**src/rtl/mac_result_drain_pkg.sv**
```systemverilog
// Shared definitions for the MAC result drain stage.
// Result width and index width helpers are also used by the MAC array.
package mac_result_drain_pkg;

    typedef enum logic {
        IDLE  = 1'b0,
        DRAIN = 1'b1
    } state_t;

    function automatic int m_width(input int n, input int width);
        return 2 * width + n - 1;
    endfunction

    function automatic int idx_w(input int n);
        return (n <= 1) ? 1 : $clog2(n);
    endfunction

endpackage

```
**src/rtl/mac_result_drain_if.sv**
```systemverilog
// Element stream from the result drain towards the writer/packer.
// The drain is the master; the consumer owns out_ready.
interface mac_result_drain_if #(
    parameter int M_WIDTH = 36,
    parameter int IDX_W   = 3
) ();

    logic [M_WIDTH-1:0] out_data;
    logic [IDX_W-1:0]   out_idx;
    logic               out_last;
    logic               out_valid;
    logic               out_ready;

    modport master (
        output out_data,
        output out_idx,
        output out_last,
        output out_valid,
        input  out_ready
    );

    modport slave (
        input  out_data,
        input  out_idx,
        input  out_last,
        input  out_valid,
        output out_ready
    );

endinterface

```
**src/rtl/mac_result_bank.sv**
```systemverilog
// Two-bank ping-pong storage for result vectors.
// Whole-vector write into one bank, single-element read from (bank, idx).
module mac_result_bank #(
    parameter int N       = 5,
    parameter int M_WIDTH = 36,
    parameter int IDX_W   = 3
) (
    input  logic                 clk,
    input  logic                 we,
    input  logic                 wsel,
    input  logic [N*M_WIDTH-1:0] wdata,
    input  logic                 rsel,
    input  logic [IDX_W-1:0]     ridx,
    output logic [M_WIDTH-1:0]   rdata
);

    logic [M_WIDTH-1:0] mem [2][N];

    // Contents need no reset: the reader never exposes an unwritten bank.
    always_ff @(posedge clk) begin
        if (we) begin
            for (int i = 0; i < N; i++) begin
                mem[wsel][i] <= wdata[i*M_WIDTH +: M_WIDTH];
            end
        end
    end

    assign rdata = mem[rsel][ridx];

endmodule

```
**src/rtl/mac_result_drain.sv**
```systemverilog
// Captures full result vectors from the MAC array into a ping-pong
// buffer and streams them out one element per cycle.
module mac_result_drain
    import mac_result_drain_pkg::*;
#(
    parameter int N       = 5,
    parameter int WIDTH   = 16,
    parameter int M_WIDTH = m_width(N, WIDTH),
    parameter int IDX_W   = idx_w(N)
) (
    input  logic                 clk,
    input  logic                 rst,
    input  logic [N-1:0]         valid_in,
    input  logic [N*M_WIDTH-1:0] C_in,
    mac_result_drain_if.master   res,
    output logic                 overflow,
    output logic                 err_partial,
    output logic                 busy
);

    state_t             state;
    state_t             state_n;
    logic [1:0]         full;
    logic [1:0]         full_n;
    logic               wr_sel;
    logic               wr_sel_n;
    logic               rd_sel;
    logic               rd_sel_n;
    logic [IDX_W-1:0]   idx;
    logic [IDX_W-1:0]   idx_n;
    logic [M_WIDTH-1:0] rd_data;

    logic capture;
    logic partial;
    logic store;
    logic drop;
    logic transfer;
    logic at_last;
    logic retire;

    assign capture  = &valid_in;
    assign partial  = (|valid_in) & ~capture;
    // Capture decides on the bank flags as registered, never on a
    // bank freeing in the same cycle.
    assign store    = capture & ~full[wr_sel];
    assign drop     = capture & full[wr_sel];
    assign transfer = (state == DRAIN) & res.out_ready;
    assign at_last  = (idx == IDX_W'(N - 1));
    assign retire   = transfer & at_last;

    always_comb begin
        full_n   = full;
        rd_sel_n = rd_sel;
        wr_sel_n = wr_sel;
        idx_n    = idx;
        if (retire) begin
            full_n[rd_sel] = 1'b0;
            rd_sel_n       = ~rd_sel;
            idx_n          = '0;
        end else if (transfer) begin
            idx_n = idx + 1'b1;
        end
        if (store) begin
            full_n[wr_sel] = 1'b1;
            wr_sel_n       = ~wr_sel;
        end
    end

    always_ff @(posedge clk) begin
        if (rst) begin
            state <= IDLE;
        end else begin
            state <= state_n;
        end
    end

    // Looking at next-cycle flags gives one-cycle capture latency and
    // back-to-back vectors without a bubble.
    always_comb begin
        state_n = state;
        unique case (state)
            IDLE: begin
                if (full_n[rd_sel]) state_n = DRAIN;
            end
            DRAIN: begin
                if (retire) state_n = full_n[~rd_sel] ? DRAIN : IDLE;
            end
            default: state_n = IDLE;
        endcase
    end

    always_comb begin
        res.out_valid = (state == DRAIN);
        res.out_last  = (state == DRAIN) & at_last;
        res.out_idx   = idx;
        res.out_data  = rd_data;
    end

    always_ff @(posedge clk) begin
        if (rst) begin
            full        <= '0;
            wr_sel      <= 1'b0;
            rd_sel      <= 1'b0;
            idx         <= '0;
            overflow    <= 1'b0;
            err_partial <= 1'b0;
        end else begin
            full   <= full_n;
            wr_sel <= wr_sel_n;
            rd_sel <= rd_sel_n;
            idx    <= idx_n;
            if (drop)    overflow    <= 1'b1;
            if (partial) err_partial <= 1'b1;
        end
    end

    assign busy = |full;

    mac_result_bank #(
        .N       (N),
        .M_WIDTH (M_WIDTH),
        .IDX_W   (IDX_W)
    ) u_bank (
        .clk   (clk),
        .we    (store),
        .wsel  (wr_sel),
        .wdata (C_in),
        .rsel  (rd_sel),
        .ridx  (idx),
        .rdata (rd_data)
    );

endmodule

```
**src/flat_wrapper.sv**
```systemverilog
// flat-port wrapper written by rule: the top's interface ports become plain ports
module mac_result_drain_flat import mac_result_drain_pkg::*;
#(
    parameter int N       = 5,
    parameter int WIDTH   = 16,
    parameter int M_WIDTH = m_width(N, WIDTH),
    parameter int IDX_W   = idx_w(N)
)
  (clk, rst, valid_in, C_in, overflow, err_partial, busy, res_out_data, res_out_idx, res_out_last, res_out_valid, res_out_ready);
  mac_result_drain_if #(.M_WIDTH(M_WIDTH), .IDX_W(IDX_W)) res_i ();
  input  logic clk;
  input  logic rst;
  input  logic [N-1:0] valid_in;
  input  logic [N*M_WIDTH-1:0] C_in;
  output logic overflow;
  output logic err_partial;
  output logic busy;
  output wire logic [$bits(res_i.out_data)-1:0] res_out_data;
  output wire logic [$bits(res_i.out_idx)-1:0] res_out_idx;
  output wire logic [$bits(res_i.out_last)-1:0] res_out_last;
  output wire logic [$bits(res_i.out_valid)-1:0] res_out_valid;
  input wire logic [$bits(res_i.out_ready)-1:0] res_out_ready;
  assign res_out_data = res_i.out_data;
  assign res_out_idx = res_i.out_idx;
  assign res_out_last = res_i.out_last;
  assign res_out_valid = res_i.out_valid;
  assign res_i.out_ready = res_out_ready;
  mac_result_drain #(.N(N), .WIDTH(WIDTH), .M_WIDTH(M_WIDTH), .IDX_W(IDX_W)) u_core (.clk(clk), .rst(rst), .valid_in(valid_in), .C_in(C_in), .res(res_i), .overflow(overflow), .err_partial(err_partial), .busy(busy));
endmodule
```
**config.mk**
```make
export PLATFORM = sky130hd
export DESIGN_NAME = mac_result_drain_flat
export DESIGN_NICKNAME = d
export VERILOG_FILES = /design/src/rtl/mac_result_drain_pkg.sv /design/src/rtl/mac_result_drain_if.sv /design/src/rtl/mac_result_bank.sv /design/src/rtl/mac_result_drain.sv /design/src/flat_wrapper.sv
export SDC_FILE = /design/constraint.sdc
export NUM_CORES = 1
export LEC_CHECK = 0
export ABC_AREA = 0
export CORE_ASPECT_RATIO = 0.9
export CORE_UTILIZATION = 40
export DETAILED_ROUTE_END_ITERATION = 16
export SYNTH_ARGS = -nofsm -noshare
export SYNTH_HDL_FRONTEND = slang
export SYNTH_SLANG_ARGS = --single-unit
```
**constraint.sdc**
```tcl
create_clock -name clk -period 10.7 [get_ports clk]
set_input_delay 1.07 -clock clk [delete_from_list [all_inputs] [get_ports clk]]
set_output_delay 1.07 -clock clk [all_outputs]
set_load 0.005 [all_outputs]
```
==> run metrics <==
Period minus WS final roughly 5.3 ns; post-synthesis sequential area ratio 0.780; CP Cell Sequence buf_4, buf_4, mux4_2, a22oi_1, o21ai_1, clkdlybuf4s50_1; TritonCTS clock tree done; CP dominant cell by count buf_4; clock buffer depth 3; Synth cell types 35; postcts setup bufs 0; top-area cell type share of the netlist area 0.765; layout cells sized above 1 0.126; Pint 2.42 mW; r2r setup slk 7.60 ns; routability cong. 0.742; Max Fclk 0.189 GHz; drt wl/cell 21.5 um; number of global-route vias before repair 7432; Reg2Reg Depth 4; Num CTS Buffers 40; hold wc startpoint u_core.err_partial; All-Layer GR Usage 0.165; Synth area leaders edfxtp_1 76%, mux4_2 6.7%, mux4_1 5.6%; Port Buffers 231; outcome complete, no violations; clock slew at reported path FFs 0.06 ns; Comb pwr share 0.039; fin util 0.526; CP Buf/Inv Count 3; Worst path max stage delay 0.75 ns; Hold Crit Class register to register; Initial DRC Count 449; # DRC 0; Synth Area per Inst 22.2 um2; Net Switching ~570 uW; Die Y 180 um; Mapped Cells between 600 and 700; Via density 5.17; H-tree depth 2; WHS Endpoint u_core.err_partial; max_cap viols 0; CP max-delay cell dfxtp_4; io pins 232; Worst-Skew Late Latency 0.53 ns; largest net degree at the start of global routing ~180; syn nets 827; Pins Over Slew Limit 0; Critical Path Start Type register; Starting Density 0.411; Die ar. approximately 36000 um2; TritonRoute pass-1 iters 5; met1 usage 0.232; WP data required 9.63 ns; period utilization 0.495; FF-to-FF Start u_core.wr_sel; root buf cell clkbuf_16; Rel. slew slack 0.174; M2 GR Usage 0.250; worst vdd ir 106 uV; setup violators final 0; synth warn 0; Switching Share 0.191; Top delay family on crit path buffers and inverters; FF-to-FF End u_core.u_bank.mem[0][139]; crit-path max FO 44; final WL about 30000 um; Post-CTS Resized 0; chip width 200 um; Worst-Margin Slew 1.24 ns; FF+latch count, synth roughly 370; Core Footprint 34400 um2; Clock Sink Count approximately 370; Fin Clk Skew 0.0194 ns; area of the mapped netlist 14100 um2; setup TNS 0 ns; post-detail-place hpwl 18200 um; busiest grt layer met2; Clk pwr share 0.424; Layout area overhead 28.0%; post-synth top area cell edfxtp_1; first-pass GRT wire length 44900 um; Hold Crit Depth 2; Post-CTS Hold Fix Bufs 0; kind of critical path register to primary output; met3 Use GR 0.0508; Worst Path Arrival 4.23 ns; endpoint class of the critical path primary output; Post-DRT Antenna Nets 0; row count 64; DR vias around 7200; pwr dens around 170 nW/um2; Final Hold Viols 0; antenna violations before repair 10; GRT Residual Overflow 0; P_leak 5.70 nW; sequential share of power 0.537; # fillers 2807; RSZ-0062 raised after global routing false; nets@finish 1077
-- logic make-up (layout without fill, tap and decap cells) --
group                    count (synthesis)  count (layout)  share of synthesized area
flip-flops                             371             371                      0.780
AND/OR/NAND/NOR                         30              30                     0.0101
adder cells (fa/ha/maj)                  2               2                    0.00177
other                                    0               4                          0
buffers and inverters                   35             316                     0.0196
XOR/XNOR                                 1               1                   0.000620
AO/OA/AOI/OAI                           88              88                     0.0381
multiplexers                           110             110                      0.150
-- cells in the mapped netlist --
master / count
inv_2: 2
and4_1: 1
dfxtp_1: 11
ha_1: 2
buf_6: 1
buf_4: 2
edfxtp_1: 360
or2_1: 1
buf_2: 8
nand3_1: 3
nor2_1: 11
inv_1: 2
clkbuf_4: 2
o21ai_0: 2
o22ai_1: 1
and3_1: 1
a21oi_1: 8
clkbuf_1: 8
a31oi_1: 1
xnor2_1: 1
mux2i_1: 37
mux2_2: 1
buf_1: 3
nand2_1: 6
nand4b_1: 1
a311oi_1: 1
nand4_1: 1
mux4_2: 42
buf_12: 7
nor2_2: 1
mux4_1: 30
a22oi_1: 37
nor3_1: 3
or2_2: 1
o21ai_1: 38
-- worst max-delay path by stage --
stage                     start                      end  slack, ns  depth (start not counted)
detailed placement     register         res_out_data[19]       5.84                          6
global placement       register         res_out_data[19]       5.88                          6
floorplan           valid_in[4]  u_core.u_bank.mem[1][0]       1.07                          4
CTS                    register         res_out_data[19]       5.24                          6
global route           register         res_out_data[19]       5.08                          6
finish                 register         res_out_data[12]       5.40                          6
-- metal layers --
layer / wire, um / vias up
li1: - / 3231
met5: 66 / -
met3: 2220 / 44
met2: 13700 / 233
met4: 353 / 10
met1: 13300 / 3642
-- cell usage in the layout (no fill, tap or decap), types with 9 or more instances in the layout --
cell type / Yosys / routed
edfxtp_1: 360 / 360
clkdlybuf4s50_1: 0 / 231
mux4_2: 42 / 42
clkbuf_16: 0 / 41
o21ai_1: 38 / 38
mux2i_1: 37 / 37
a22oi_1: 37 / 37
mux4_1: 30 / 30
clkinv_1: 0 / 10
nor2_1: 11 / 9
dfxtp_1: 11 / 9
-- worst min-delay path, delay by kind of cell (launching register included) --
family	cells	cell delay [ns]
AO/OA/AOI/OAI	1	0.05
flip-flops	1	0.33
AND/OR/NAND/NOR	1	0.07
-- layout make-up --
type	count	area, um2	share of cell area
flip-flops and latches	371	11000	0.610
multi-input cells	231	2860	0.158
repair buffers	239	2380	0.132
clock buffers	51	1080	0.0598
well taps	462	578	0.0319
clock inverters	22	134	0.00739
inverters	4	20.0	0.00111
diodes	4	10.0	0.000553
-- sequential cells by signal, summed over array words and instances, names as in the netlist, named ones only --
| name | cells |
|---|---|
| u_core.err_partial | 1 |
| u_core.full | 2 |
| u_core.overflow | 1 |
| u_core.rd_sel | 1 |
| u_core.res.out_idx | 3 |
| u_core.res.out_valid | 1 |
| u_core.u_bank.mem | 360 |
| u_core.wr_sel | 1 |
-- per-stage QoR --
step,worst slack (ns),hold WS (ns),power (mW),std cells,area [um2]
3_3_place_gp,5.88,0.452,1.75,1307,16900
4_1_cts,5.24,0.486,3.03,1380,18100
6_report,5.40,0.482,2.99,1384,18100
2_1_floorplan,1.07,0.460,1.66,637,14100
5_1_grt,5.08,0.506,3.10,1381,18100
3_5_place_dp,5.84,0.470,1.76,1307,16900
-- power groups by stage --
stage	sequential [mW]	combinational [mW]	clock, mW
CTS	1.61	0.119	1.30
floorplan	1.64	0.0222	0
detailed placement	1.64	0.118	0
global route	1.61	0.125	1.37
global placement	1.64	0.116	0
finish	1.61	0.117	1.27
(Power assumes the default switching activity.)
